--- config.mk ---
export PLATFORM = sky130hd
export DESIGN_NAME = lsu_exec_queue
export DESIGN_NICKNAME = d
export VERILOG_FILES = /design/src/rtl/lsu_exec_queue.sv
export SDC_FILE = /design/constraint.sdc
export NUM_CORES = 1
export LEC_CHECK = 0
export ABC_CLOCK_PERIOD_IN_PS = 20600
export CAP_MARGIN = 30
export CORE_MARGIN = 2
export CORE_UTILIZATION = 50
export CTS_CLUSTER_SIZE = 25
export DETAILED_ROUTE_END_ITERATION = 8
export PLACE_DENSITY = 0.85
export SYNTH_ARGS = -nofsm -noshare
export SYNTH_HDL_FRONTEND = slang
export SYNTH_SLANG_ARGS = --single-unit
--- constraint.sdc ---
create_clock -name clk -period 20.6 [get_ports clk]
set_input_delay 3.09 -clock clk [delete_from_list [all_inputs] [get_ports clk]]
set_output_delay 3.09 -clock clk [all_outputs]
set_load 0.01 [all_outputs]
--- src/rtl/lsu_exec_queue.sv ---
// Load/store execution queue: buffers issued memory ops, computes the EA,
// checks alignment, issues one load at a time and writes results to the ROB.
module lsu_exec_queue #(
    parameter int XLEN        = 32,
    parameter int DEPTH       = 4,
    parameter int ROB_W       = 4,
    parameter int CHECK_ALIGN = 1
) (
    input  logic             clk,
    input  logic             rst,
    input  logic             rdy,
    input  logic             in_valid,
    output logic             in_ready,
    input  logic [3:0]       in_op,
    input  logic [XLEN-1:0]  in_rs1,
    input  logic [XLEN-1:0]  in_rs2,
    input  logic [XLEN-1:0]  in_imm,
    input  logic [ROB_W-1:0] in_rob_id,
    output logic             wb_valid,
    output logic [ROB_W-1:0] wb_rob_id,
    output logic [XLEN-1:0]  wb_value,
    output logic [XLEN-1:0]  wb_addr,
    output logic             wb_misalign,
    output logic             mem_req,
    output logic [XLEN-1:0]  mem_addr,
    output logic [1:0]       mem_size,
    input  logic             mem_done,
    input  logic [XLEN-1:0]  mem_rdata,
    input  logic             sb_full,
    input  logic             rollback
);

    localparam int PW = $clog2(DEPTH);
    localparam int CW = PW + 1;

    typedef enum logic [1:0] {
        S_IDLE,
        S_WAIT,
        S_DRAIN
    } state_t;

    state_t state_q, state_d;

    logic [3:0]       q_op   [DEPTH];
    logic [XLEN-1:0]  q_addr [DEPTH];
    logic [XLEN-1:0]  q_rs2  [DEPTH];
    logic [ROB_W-1:0] q_rob  [DEPTH];

    logic [PW-1:0] head_q, tail_q;
    logic [CW-1:0] count_q, count_d;

    logic [2:0]       ld_f3_q;
    logic [ROB_W-1:0] ld_rob_q;
    logic [XLEN-1:0]  ld_addr_q;

    logic [3:0]       hd_op;
    logic [XLEN-1:0]  hd_addr;
    logic [XLEN-1:0]  hd_rs2;
    logic [ROB_W-1:0] hd_rob;
    logic [1:0]       hd_sz;
    logic             hd_st;
    logic             hd_mis;

    logic enq, deq, can_disp;
    logic disp_mis, disp_st, disp_ld;
    logic ld_done;

    logic [XLEN-1:0] ld_ext;
    logic [XLEN-1:0] st_val;
    logic [1:0]      hd_msize;

    // Head decode, dispatch decision and next-state computation
    always_comb begin
        hd_op   = q_op[head_q];
        hd_addr = q_addr[head_q];
        hd_rs2  = q_rs2[head_q];
        hd_rob  = q_rob[head_q];
        hd_st   = hd_op[3];
        hd_sz   = hd_op[1:0];
        hd_mis  = (CHECK_ALIGN != 0) &&
                  (((hd_sz == 2'b01) && hd_addr[0]) ||
                   ((hd_sz == 2'b10) && (hd_addr[1:0] != 2'b00)));
        hd_msize = (hd_sz == 2'b11) ? 2'b10 : hd_sz;

        enq      = in_valid && in_ready && !rollback;
        can_disp = (state_q == S_IDLE) && (count_q != '0) && !rollback;
        disp_mis = can_disp && hd_mis;
        disp_st  = can_disp && !hd_mis && hd_st && !sb_full;
        disp_ld  = can_disp && !hd_mis && !hd_st;
        deq      = disp_mis || disp_st || disp_ld;

        if (rollback) begin
            count_d = '0;
        end else begin
            count_d = count_q + CW'(enq) - CW'(deq);
        end

        ld_done = (state_q == S_WAIT) && mem_done && !rollback;

        state_d = state_q;
        case (state_q)
            S_IDLE: begin
                if (disp_ld) state_d = S_WAIT;
            end
            S_WAIT: begin
                if (mem_done)      state_d = S_IDLE;
                else if (rollback) state_d = S_DRAIN;
            end
            S_DRAIN: begin
                if (mem_done) state_d = S_IDLE;
            end
            default: state_d = S_IDLE;
        endcase
    end

    // Load data extension and store data masking
    always_comb begin
        ld_ext = mem_rdata;
        case (ld_f3_q)
            3'b000:  ld_ext = {{(XLEN-8){mem_rdata[7]}}, mem_rdata[7:0]};
            3'b001:  ld_ext = {{(XLEN-16){mem_rdata[15]}}, mem_rdata[15:0]};
            3'b100:  ld_ext = {{(XLEN-8){1'b0}}, mem_rdata[7:0]};
            3'b101:  ld_ext = {{(XLEN-16){1'b0}}, mem_rdata[15:0]};
            default: ld_ext = mem_rdata;
        endcase

        st_val = hd_rs2;
        case (hd_sz)
            2'b00:   st_val = {{(XLEN-8){1'b0}}, hd_rs2[7:0]};
            2'b01:   st_val = {{(XLEN-16){1'b0}}, hd_rs2[15:0]};
            default: st_val = hd_rs2;
        endcase
    end

    // Queue storage; entries carry the precomputed effective address
    always_ff @(posedge clk) begin
        if (!rst && rdy && enq) begin
            q_op[tail_q]   <= in_op;
            q_addr[tail_q] <= in_rs1 + in_imm;
            q_rs2[tail_q]  <= in_rs2;
            q_rob[tail_q]  <= in_rob_id;
        end
    end

    // Control FSM, queue pointers and registered outputs
    always_ff @(posedge clk) begin
        if (rst) begin
            state_q     <= S_IDLE;
            head_q      <= '0;
            tail_q      <= '0;
            count_q     <= '0;
            in_ready    <= 1'b1;
            wb_valid    <= 1'b0;
            wb_rob_id   <= '0;
            wb_value    <= '0;
            wb_addr     <= '0;
            wb_misalign <= 1'b0;
            mem_req     <= 1'b0;
            mem_addr    <= '0;
            mem_size    <= '0;
            ld_f3_q     <= '0;
            ld_rob_q    <= '0;
            ld_addr_q   <= '0;
        end else if (rdy) begin
            state_q  <= state_d;
            count_q  <= count_d;
            in_ready <= (state_d != S_DRAIN) && (count_d < CW'(DEPTH));
            wb_valid <= 1'b0;
            mem_req  <= 1'b0;

            if (rollback) begin
                head_q <= '0;
                tail_q <= '0;
            end else begin
                head_q <= head_q + PW'(deq);
                tail_q <= tail_q + PW'(enq);
            end

            if (disp_mis) begin
                wb_valid    <= 1'b1;
                wb_misalign <= 1'b1;
                wb_value    <= '0;
                wb_addr     <= hd_addr;
                wb_rob_id   <= hd_rob;
            end

            if (disp_st) begin
                wb_valid    <= 1'b1;
                wb_misalign <= 1'b0;
                wb_value    <= st_val;
                wb_addr     <= hd_addr;
                wb_rob_id   <= hd_rob;
            end

            if (disp_ld) begin
                mem_req   <= 1'b1;
                mem_addr  <= hd_addr;
                mem_size  <= hd_msize;
                ld_f3_q   <= hd_op[2:0];
                ld_rob_q  <= hd_rob;
                ld_addr_q <= hd_addr;
            end

            if (ld_done) begin
                wb_valid    <= 1'b1;
                wb_misalign <= 1'b0;
                wb_value    <= ld_ext;
                wb_addr     <= ld_addr_q;
                wb_rob_id   <= ld_rob_q;
            end
        end
    end

endmodule

Yosys cells after proc, flatten, opt, wreduce, memory -nomap -nowiden
Memories as Yosys holds them, arrays and structs flattened. A register that Yosys moved wholly into a read port is not among the register bits.
Cells that the tools add are included.
{ "op_classes": {"add_sub_neg": 5, "n_lt_le_gt_ge": 1, "n_eq_ne": 9, "mux": 37, "n_reduce_logical": 32} }
{ "ops": {"columns": ["operator", "count"], "rows": [
  ["32-bit two-way mux", 6],
  ["32-bit case mux with 4 select lines", 1],
  ["32-bit case mux with 2 select lines", 1],
  ["32-bit adder", 1],
  ["2-bit two-way mux", 15],
  ["1-bit logical AND", 16],
  ["4-bit two-way mux", 3],
  ["1-bit two-way mux", 9],
  ["2-bit == test, second input constant", 3],
  ["3-bit == test, second input constant", 2],
  ["2-bit case mux with 3 select lines", 1],
  ["3-bit nonzero test", 2],
  ["1-bit logical NOT", 5],
  ["2-bit by 1-bit adder with 2-bit output", 2],
  ["2-bit by 1-bit == test with 1-bit output, second input constant", 2],
  ["2-bit logical NOT", 2],
  ["2-bit AND reduction", 2],
  ["3-bit by 1-bit adder with 3-bit output", 1],
  ["3-bit by 1-bit == test with 1-bit output, second input constant", 1],
  ["3-bit logical NOT", 1],
  ["1-bit logical OR", 3],
  ["3-bit < comparator, second input constant", 1],
  ["3-bit two-way mux", 1],
  ["3-bit by 1-bit subtractor with 3-bit output", 1],
  ["other kinds (2)", 2]
]} }
{ "word_totals": {"regBits": 122, "mem_bits_rw": 288, "input_bits": 143, "out_inout_bits": 106, "elab_cells": 103, "n_memories": 4} }
{ "mem_list": {"columns": ["name", "words", "word_bits", "read_ports", "rd_ports_with_merged_regs", "write_ports", "line", "rtl"], "rows": [
  ["q_addr", 4, 32, 1, 1, 1, "45", "logic [XLEN-1:0] q_addr [DEPTH];"],
  ["q_rs2", 4, 32, 1, 1, 1, "46", "logic [XLEN-1:0] q_rs2 [DEPTH];"],
  ["q_op", 4, 4, 1, 1, 1, "44", "logic [3:0] q_op [DEPTH];"],
  ["q_rob", 4, 4, 1, 1, 1, "47", "logic [ROB_W-1:0] q_rob [DEPTH];"]
]} }

Longest topological paths before layout
Gate-level depths: netlist of the first run.
{ "logic_depth": {"word_depth": 13, "depth_mapped": 14, "depth_no_buf": 13} }

Least setup slack after synthesis of the first run
Ideal clock, no wire load.
{ "synth_timing": {"kind": "input -> register", "start": "in rdy", "end": "mem q_addr[0][0], enable pin", "arrival_ns": 9.320, "required_time_ns": 19.994, "path_slack_ns": 10.674, "stages": 4, "n_path_buf": 1, "path_cell_list": "clkbuf_1 -> clkinv_1 -> nor4_1 -> nor3b_1"} }
{ "synth_between": {"elab_chain_len": 4} }
{ "synth_lines": {"columns": ["element", "line", "rtl"], "rows": [
  ["start: declaration", "11", "input logic rdy,"],
  ["1-bit logical AND (2 in a row)", "137", "if (!rst && rdy && enq) begin"],
  ["1-bit two-way mux", "137", null],
  ["1-bit two-way mux (not written as such)", "139", "q_addr[tail_q] <= in_rs1 + in_imm;"],
  ["end: declaration", "45", null]
]} }
Every way passes these cells.

Final worst setup path of the first run
{ "layout_timing": {"start": "in rdy", "end": "mem q_addr[1][13], enable pin"} }
The elaborated chain is that of the path after synthesis.

==> results of run 1 <==
-- final cells by class --
type | count | area share [%]
multi-input cells | 761 | 26.66
inverters | 35 | 0.6050
clock inverters | 18 | 0.6223
flip-flops and latches | 412 | 51.29
well taps | 455 | 2.622
clock buffers | 55 | 5.485
repair buffers | 267 | 12.66
diodes | 4 | 0.04610
-- worst max-delay path, stage by stage --
cell and delay [ns]:
buf_2 0.08, buf_4 0.44, clkinv_1 0.65, nor4_1 0.71, nand2_1 0.18, nor2_4 0.61, buf_4 0.74
-- path summary, 6_finish.rpt --
check                                                  to  cells past startpoint  slack [ns]
worst min register to register   ld_rob_q[0]$_SDFFE_PP0P_                      2        0.46
worst max register to register  wb_value[29]$_SDFFE_PP0P_                      9       16.51
worst max-delay path              q_addr[1][13]$_DFFE_PP_                      7       14.18
worst min-delay path             ld_rob_q[0]$_SDFFE_PP0P_                      2        0.46
-- registers in the layout (all words and copies together), names as in the netlist, named ones only --
signal       count
count_q          3
head_q           2
in_ready         1
ld_addr_q       32
ld_f3_q          3
ld_rob_q         4
mem_req          1
mem_size         2
q_addr         128
q_op            16
q_rob           16
q_rs2          128
state_q          2
tail_q           2
wb_addr         32
wb_misalign      1
wb_rob_id        4
wb_valid         1
wb_value        32
-- per-layer routing --
metal / vias up / routed length [um]
li1: 5391 / -
met1: 5805 / 15860
met2: 538 / 20780
met3: 106 / 3474
met4: 0 / 1585
met5: - / 0
-- cells by family after synthesis --
family                   synth area share, %
flip-flops                             64.08
buffers and inverters                  2.910
XOR/XNOR                               1.261
AND/OR/NAND/NOR                        8.745
multiplexers                           9.458
AO/OA/AOI/OAI                          10.80
adder cells (fa/ha/maj)                2.752
-- cells in the final DEF (no fill, tap or decap), types with 4 or more instances in the layout --
cell | synthesis | layout
diode_2 | 0 | 4
nor2_1 | 127 | 126
ha_1 | 35 | 35
nand2b_1 | 5 | 5
o22ai_1 | 52 | 52
a21oi_1 | 98 | 98
clkinv_1 | 1 | 4
a21o_1 | 10 | 10
xnor2_1 | 14 | 14
nand3_1 | 13 | 12
xor2_1 | 11 | 11
clkdlybuf4s50_1 | 0 | 246
nand2_1 | 104 | 104
o21bai_1 | 4 | 4
buf_4 | 5 | 10
o21a_1 | 6 | 6
nor3_1 | 37 | 36
edfxtp_1 | 288 | 288
nor3_2 | 10 | 11
dfxtp_1 | 124 | 122
a211oi_1 | 48 | 48
nand3b_1 | 4 | 4
clkinv_2 | 0 | 8
mux4_2 | 72 | 72
clkbuf_8 | 0 | 7
clkbuf_16 | 0 | 43
clkbuf_1 | 52 | 5
inv_1 | 34 | 34
buf_16 | 0 | 6
o21ai_0 | 29 | 29
or2_2 | 7 | 7
a221oi_1 | 9 | 9
-- where the power goes --
part | internal, W | switching [W]
combinational | 0.0000600 | 0.0000721
sequential | 0.000903 | 0.00000268
clock | 0.000420 | 0.000301
total | 0.00138 | 0.000376
-- metrics by stage --
stage | hold WS, ns | cells | utilization, % | power, W | worst slack [ns]
floorplan | 0.4364 | 1287 | - | 0.0009953 | 10.67
detailed placement | 0.4519 | 1929 | 59.21 | 0.001054 | 13.66
CTS | 0.4611 | 2002 | 63.06 | 0.001767 | 14.16
global placement | 0.4421 | 1920 | 58.68 | 0.001047 | 13.85
global route | 0.4989 | 2007 | 63.17 | 0.001813 | 13.85
finish | 0.4615 | 2007 | 63.17 | 0.001759 | 14.18
==> results by group, run 1 <==
Clocking
  • Worst-path clk slew: roughly 0.06 ns
  • Clock tree buffer depth: 3
  • CTS sink cnt: about 410
  • Post-CTS sizing: 0
  • CTS H-Tree Depth: 2
  • TritonCTS Buffers: 40
  • Clock latency on the worst-skew pair: ~0.52 ns
  • CTS tree: built
  • CTS Root Buffer Type: clkbuf_16
  • Number of setup buffers added after CTS: 0
  • Hold-fix buffers, CTS: 0

Yosys
  • Syn Std Cell Area: approximately 17000 um2
  • Synth warnings: 0
  • Top cells by count, synth: edfxtp_1 (288), nor2_1 (127), dfxtp_1 (124)
  • Synth area leaders: edfxtp_1 (50%), dfxtp_1 (14%), mux4_2 (9.3%)
  • Synth top area share: 49.79%
  • Sequential fraction of the synthesis area: ~64%
  • Synth Area per Inst: roughly 13 um2
  • Synth Net Count: between 1000 and 1500
  • Top_reg_cell synth: edfxtp_1
  • Synth cell types: between 60 and 70
  • Most frequent cell after synthesis: edfxtp_1
  • Yosys reg bits: around 410
  • Post-synth EDFFs: around 290
  • Cells after synthesis: about 1300
  • Area leader, netlist: edfxtp_1
  • FFs w/ async S/R, synth: 0%

Critical path
  • Crit Path Max Fanout: slightly above 50
  • WP data required: a little over 20 ns
  • CP startpoint: rdy
  • CP Capture Type: flop
  • Crit Path Category: in -> reg
  • Setup crit start kind: primary input
  • CP arrival: 6.56 ns

STA
  • Measured slew at the worst slew-check pin: a little over 1 ns
  • Setup violations, final: 0
  • RSZ-0062 raised after global routing: no
  • Worst clock skew: 0.01803 ns
  • Final Max Tran Viols: 0
  • Final worst path period share: between 30% and 40%
  • Slew headroom: between 30% and 40%
  • Final min period: 6.416 ns
  • Setup TNS: 0 ns
  • Hold Fails Final Rpt: 0
  • Max Clock Freq: roughly 0.16 GHz

Place
  • HPWL Detailed: between 20 and 30 mm
  • Area of placed instances: about 20000 um2
  • GPL Wtd Cong: between 0.8 and 0.9
  • Port bufs: ~250

Floorplanning
  • I/O pin count: 249
  • Die W: 190.4 um
  • Starting Density: about half
  • Core area: ~34000 um2
  • Die height: 190.4 um
  • Die area: about 36000 um2
  • Cell Rows: just under 70

Min path
  • Hold Path Origin: ld_rob_q[0]$_SDFFE_PP0P_
  • Hold Crit Class: reg -> reg

Global routing
  • Global-route wire length before repair: roughly 65 mm
  • Met1 GRT Util: 28.40%
  • Initial antenna violation count: 4
  • GR Overflow Total: 0
  • Routing usage on met3: between 4 and 5%
  • Pin count of the biggest net entering global routing: 90
  • Met2 Use GR: roughly two fifths
  • GR peak layer: met2
  • GR Util All Layers: a little under a quarter
  • Number of global-route vias before repair: 12000

Route
  • Starting DRT DRC Count: between 900 and 1000
  • Via count of the routed design: approximately 12000
  • Final WL: about 42 mm
  • Post-DRT Antenna Nets: 0
  • WL per Instance: around 21 um
  • Vias per cell: a little under 6
  • # DRC: 0
  • Drt first pass iters: 5

Finish
  • Finished Cell Area: between 20000 and 25000 um2
  • P&R area growth vs syn: 25.01%
  • Fraction of layout cells with a size suffix above 1: between 10% and 20%
  • Fillers: 2418
  • Reg area: around 11000 um2
  • Layout Nets: 1697
  • Area of the multi-input gates: roughly 5800 um2

Power and ir drop
  • PD cells: 81.01 nW/um2
  • IR drop worst, VDD: roughly 0.000048 V
  • Static Leak: ~7.1 nW

Status
  • Status: completed

Job
  • Max-Cap Viols: 0
(Power assumes the default switching activity.)
==> inputs of run 2 (changes only) <==
==> config.mk (replaced) <==
export PLATFORM = sky130hd
export DESIGN_NAME = lsu_exec_queue
export DESIGN_NICKNAME = d
export VERILOG_FILES = /design/src/rtl/lsu_exec_queue.sv
export SDC_FILE = /design/constraint.sdc
export NUM_CORES = 1
export LEC_CHECK = 0
export ABC_CLOCK_PERIOD_IN_PS = 5300
export CAP_MARGIN = 30
export CORE_MARGIN = 2
export CORE_UTILIZATION = 49
export CTS_CLUSTER_SIZE = 25
export DETAILED_ROUTE_END_ITERATION = 8
export PLACE_DENSITY = 0.87
export SYNTH_ARGS = -nofsm -noshare
export SYNTH_HDL_FRONTEND = slang
export SYNTH_SLANG_ARGS = --single-unit
==> constraint.sdc (replaced) <==
create_clock -name clk -period 5.3 [get_ports clk]
set_input_delay 0.795 -clock clk [delete_from_list [all_inputs] [get_ports clk]]
set_output_delay 0.795 -clock clk [all_outputs]
set_load 0.01 [all_outputs]
==> results by group, run 2 (synthesis gave the netlist of run 1 again) <==
Status
  • Status: completed

Global routing
  • Global-route wire length before repair: 66.48 mm
  • GR Overflow Total: 0
  • Pin count of the biggest net entering global routing: 90
  • GR Util All Layers: about a quarter
  • Initial antenna violation count: 3
  • Number of global-route vias before repair: between 10000 and 15000

Finish
  • Most frequent cells in the layout: edfxtp_1 (288), clkdlybuf4s50_1 (246), nor2_1 (126)
  • P&R area growth vs syn: 25.51%
  • Fillers: about 2400
  • Final std cells w/o fill: roughly 2000
  • Util after Layout: 62.81%
  • Area of the multi-input gates: 5796 um2
  • Top flop regs: q_addr (128), q_rs2 (128)
  • Layout Nets: ~1700
  • Fraction of layout cells with a size suffix above 1: approximately an eighth
  • Reg area: between 10000 and 15000 um2
  • Most common cell after layout, fill and taps aside: edfxtp_1

Route
  • Drt first pass iters: 5
  • # DRC: 0
  • Final WL: roughly 44 mm
  • Vias per cell: roughly 6.0
  • Starting DRT DRC Count: just under 900
  • Post-DRT Antenna Nets: 0
  • Via count of the routed design: 12000
  • WL per Instance: ~22 um

STA
  • Final min period: around 3.8 ns
  • Final Max Tran Viols: 0
  • Hold Fails Final Rpt: 0
  • RSZ-0062 raised after global routing: no
  • Measured slew at the worst slew-check pin: between 1 and 1.5 ns
  • Worst clock skew: 0.02258 ns
  • Final worst path period share: between 70 and 80%
  • Max Clock Freq: approximately 0.26 GHz
  • Post-route setup slack: 1.501 ns
  • Slew headroom: about 31%
  • Setup TNS: 0 ns
  • Setup violations, final: 0

Critical path
  • Crit Path Category: reg -> reg
  • Setup crit start kind: flop
  • Reg-to-Reg End: wb_value[13]$_SDFFE_PP0P_
  • WP data required: 5.74 ns
  • Worst R2R Setup Slack: around 1.5 ns
  • CP Capture Type: flop
  • Crit Path Max Fanout: 25
  • CP arrival: approximately 4.2 ns
  • CP endpoint: wb_value[13]$_SDFFE_PP0P_
  • R2R depth: 9

Clocking
  • CTS tree: built
  • Number of setup buffers added after CTS: 0
  • CTS Root Buffer Type: clkbuf_16
  • CTS sink cnt: between 400 and 500
  • Worst-path clk slew: ~0.07 ns
  • TritonCTS Buffers: just over 40
  • Post-CTS sizing: 0
  • Clock tree buffer depth: 3
  • CTS H-Tree Depth: 2
  • Hold-fix buffers, CTS: 0
  • Clock latency on the worst-skew pair: 0.53 ns

Place
  • Placed cell count: 1933
  • HPWL Detailed: roughly 28 mm
  • GPL Wtd Cong: roughly 0.88
  • Port bufs: around 250
  • Worst slack, placed: between 1 and 1.5 ns

Floorplanning
  • Die area: roughly 37000 um2
  • Core area: approximately 35000 um2
  • I/O pin count: ~250
  • Die height: ~190 um
  • Cell Rows: 68
  • Starting Density: between 50% and 60%
  • Die W: 192.3 um

Power and ir drop
  • IR drop worst, VDD: between 0.0002 and 0.00025 V
  • Pwr Total: 0.007081 W
  • PD cells: around 320 nW/um2
  • Static Leak: between 7 and 8 nW

Job
  • Max-Cap Viols: 0

Min path
  • Hold Crit Class: reg -> reg
run 2: worst max-delay path, cell delays in order, from the launching register on:
cell and delay, ns:
dfxtp_4 0.70, mux4_2 0.67, xor2_1 0.22, nand2_1 0.10, a31o_2 0.49, buf_16 0.24, a21o_1 0.59, buf_4 0.36
a211oi_1 0.09, nor3_1 0.25
run 2: power breakdown:
group | internal, W | switching (W)
combinational | 0.000234 | 0.000282
clock | 0.00185 | 0.00120
sequential | 0.00351 | 0.0000107
run 2: layout make-up:
type	instances	area share, %
multi-input cells	761	26.58
diodes	3	0.03443
clock inverters	16	1.022
flip-flops and latches	412	51.09
well taps	455	2.611
clock buffers	59	5.578
inverters	35	0.6026
repair buffers	271	12.48
run 2: through the flow:
| step | area [um2] | hold slack (ns) |
|---|---|---|
| 6_report | 21800 | 0.4658 |
| 5_1_grt | 21800 | 0.4904 |
| 3_3_place_gp | 20260 | 0.4415 |
| 2_1_floorplan | 17380 | 0.4364 |
| 4_1_cts | 21770 | 0.4610 |
| 3_5_place_dp | 20330 | 0.4531 |
run 2: how the worst min path moves through the flow:
stage,from,to,slack [ns],cells past startpoint
after floorplan,ld_rob_q[0]$_SDFFE_PP0P_,ld_rob_q[0]$_SDFFE_PP0P_,0.44,2
final,ld_rob_q[2]$_SDFFE_PP0P_,ld_rob_q[2]$_SDFFE_PP0P_,0.47,2
after CTS,ld_rob_q[2]$_SDFFE_PP0P_,ld_rob_q[2]$_SDFFE_PP0P_,0.46,2
after global routing,ld_rob_q[0]$_SDFFE_PP0P_,ld_rob_q[0]$_SDFFE_PP0P_,0.49,2
after detailed placement,ld_rob_q[2]$_SDFFE_PP0P_,ld_rob_q[2]$_SDFFE_PP0P_,0.45,2
after global placement,ld_rob_q[1]$_SDFFE_PP0P_,ld_rob_q[1]$_SDFFE_PP0P_,0.44,2
run 2: routing by layer:
metal / vias up / global-route usage (%) / wire, um
met5: - / 0 / 18
met4: 2 / 8.632 / 1309
met3: 90 / 3.582 / 3400
met2: 609 / 40.22 / 21860
met1: 5900 / 30.01 / 16920
li1: 5402 / - / -
==> inputs of run 3 (changes only) <==
==> config.mk (replaced) <==
export PLATFORM = sky130hd
export DESIGN_NAME = lsu_exec_queue
export DESIGN_NICKNAME = d
export VERILOG_FILES = /design/src/rtl/lsu_exec_queue.sv
export SDC_FILE = /design/constraint.sdc
export NUM_CORES = 1
export LEC_CHECK = 0
export ABC_CLOCK_PERIOD_IN_PS = 3600
export CAP_MARGIN = 30
export CORE_MARGIN = 2
export CORE_UTILIZATION = 50
export CTS_CLUSTER_SIZE = 25
export DETAILED_ROUTE_END_ITERATION = 8
export PLACE_DENSITY = 0.85
export SYNTH_ARGS = -nofsm -noshare
export SYNTH_HDL_FRONTEND = slang
export SYNTH_SLANG_ARGS = --single-unit
==> constraint.sdc (replaced) <==
create_clock -name clk -period 3.6 [get_ports clk]
set_input_delay 0.54 -clock clk [delete_from_list [all_inputs] [get_ports clk]]
set_output_delay 0.54 -clock clk [all_outputs]
set_load 0.01 [all_outputs]
==> results by group, run 3 (synthesis gave the netlist of run 1 again) <==
Critical path
  • Worst R2R Setup Slack: 0.26 ns
  • Crit Path Max Fanout: 8
  • Worst path max stage delay: 0.64 ns
  • Reg-to-Reg End: count_q[2]$_SDFFE_PP0P_
  • WP data required: 3.97 ns
  • CP cell instances: mux4_2 -> xor2_1 -> a21oi_2 -> a31oi_1 -> ha_1 -> inv_1 -> ha_1 -> fa_1 -> xnor2_1 -> xnor2_1 -> nor3_1 -> a21oi_1 -> nor2_1
  • Worst path slowest cell: mux4_2
  • Stages on worst setup path: 13
  • CP top delay family: adder cells
  • CP arrival: 3.71 ns
  • R2R depth: 13
  • CP endpoint: count_q[2]$_SDFFE_PP0P_
  • CP Capture Type: flop
  • Crit path buf inv count: 1
  • Setup crit start kind: flop
  • Crit Path Category: reg -> reg

STA
  • RSZ-0062 raised after global routing: no
  • Worst clock skew: 0.02364 ns
  • Hold Fails Final Rpt: 0
  • Final Max Tran Viols: 0
  • Setup violations, final: 0
  • Slew headroom: between 30% and 40%
  • Measured slew at the worst slew-check pin: 1.020 ns
  • Final min period: approximately 3.3 ns
  • Max Clock Freq: about 0.30 GHz
  • Setup TNS: 0 ns
  • Final worst path period share: between 90% and 100%

Finish
  • Fraction of layout cells with a size suffix above 1: roughly 14%
  • Finished Cell Area: about 22000 um2
  • P&R area growth vs syn: 26.91%
  • Most frequent cells in the layout: edfxtp_1 (288), clkdlybuf4s50_1 (246), nor2_1 (126)
  • Most common cell after layout, fill and taps aside: edfxtp_1
  • Layout Nets: 1720
  • Top flop regs: q_addr (128), q_rs2 (128)
  • Util after Layout: ~64%

Min path
  • Hold Crit Class: reg -> reg

Clocking
  • Hold-fix buffers, CTS: 0
  • CTS sink cnt: between 400 and 500
  • Clock latency on the worst-skew pair: approximately 0.53 ns
  • CTS tree: built
  • Worst-path clk slew: about 0.060 ns
  • CTS Root Buffer Type: clkbuf_16
  • Post-CTS sizing: 0
  • CTS H-Tree Depth: 2
  • Clock tree buffer depth: 3
  • TritonCTS Buffers: 42
  • Number of setup buffers added after CTS: 0

Power and ir drop
  • Pwr Total: about 0.011 W
  • Static Leak: ~7.3 nW
  • IR drop worst, VDD: about 0.0003 V
  • PD cells: around 480 nW/um2

Route
  • WL per Instance: roughly 21 um
  • Vias per cell: ~6.0
  • Starting DRT DRC Count: approximately 1000
  • Drt first pass iters: 6
  • # DRC: 0
  • Via count of the routed design: ~12000
  • Post-DRT Antenna Nets: 0
  • Final WL: approximately 44 mm

Global routing
  • GR Overflow Total: 0
  • Pin count of the biggest net entering global routing: 80
  • Number of global-route vias before repair: about 12000
  • Initial antenna violation count: 4
  • Global-route wire length before repair: approximately 67 mm
  • GR Util All Layers: between 20% and 30%

Place
  • Area of placed instances: ~21000 um2
  • HPWL Detailed: about 28 mm
  • Port bufs: between 200 and 250
  • GPL Wtd Cong: just under 0.9

Floorplanning
  • Cell Rows: between 60 and 70
  • Core area: about 34000 um2
  • Die area: around 36000 um2
  • I/O pin count: 249
  • Die height: roughly 190 um
  • Die W: 190.4 um
  • Starting Density: around half

Job
  • Max-Cap Viols: 0

Status
  • Status: completed
## run 3: cell count changes in the layout (fill, tap and decap cells not counted), moves of 3 or more
cell	before	now
buf_4	18	32
buf_12	1	8
clkbuf_8	8	5
clkinv_2	4	7
## run 3: area by class of cell
cell class | instances | area [um2]
inverter | 35 | 132.6
fill | 2432 | 12330
timing repair buffer | 288 | 2895
sequential | 412 | 11140
tap | 455 | 569.3
clock inverter | 19 | 261.5
antenna | 5 | 12.51
multi-input combinational | 761 | 5811
clock buffer | 58 | 1225
## run 3: worst min-delay path, delay by kind of cell, from the launching register on
kind	cells	cell delay [ns]
flops	1	0.31
compound gates	1	0.05
simple gates	1	0.05
## run 3: how the worst min path moves through the flow
stage	end	cells after the start	startpoint	slack, ns
floorplan	ld_rob_q[0]$_SDFFE_PP0P_	2	ld_rob_q[0]$_SDFFE_PP0P_	0.44
finish	ld_rob_q[3]$_SDFFE_PP0P_	2	ld_rob_q[3]$_SDFFE_PP0P_	0.45
CTS	ld_rob_q[2]$_SDFFE_PP0P_	2	ld_rob_q[2]$_SDFFE_PP0P_	0.46
global placement	ld_rob_q[0]$_SDFFE_PP0P_	2	ld_rob_q[0]$_SDFFE_PP0P_	0.44
global route	ld_rob_q[3]$_SDFFE_PP0P_	2	ld_rob_q[3]$_SDFFE_PP0P_	0.48
detailed placement	ld_rob_q[2]$_SDFFE_PP0P_	2	ld_rob_q[2]$_SDFFE_PP0P_	0.45
## run 3: routing by layer
layer	GRT usage, %	up-vias	wire length (um)	share of wire [%]
met5	0	-	0	0
met4	9.183	0	1407	3.2
met3	3.220	94	3390	7.8
met2	41.65	588	21890	50
met1	29.86	6029	16820	39
li1	-	5425	-	-
## run 3: where the power goes
part           internal [W]  switching (W)
sequential          0.00517      0.0000146
clock               0.00282        0.00178
combinational      0.000360       0.000429
total               0.00835        0.00223
## run 3: through the flow
| step | worst slack (ns) | hold WS (ns) | std cells |
|---|---|---|---|
| CTS | 0.2332 | 0.4559 | 2028 |
| global placement | 0.04242 | 0.4419 | 1950 |
| detailed placement | -0.07961 | 0.4488 | 1951 |
| floorplan | 0.08472 | 0.4364 | 1287 |
| global route | 0.05849 | 0.4795 | 2032 |
| finish | 0.2613 | 0.4534 | 2033 |
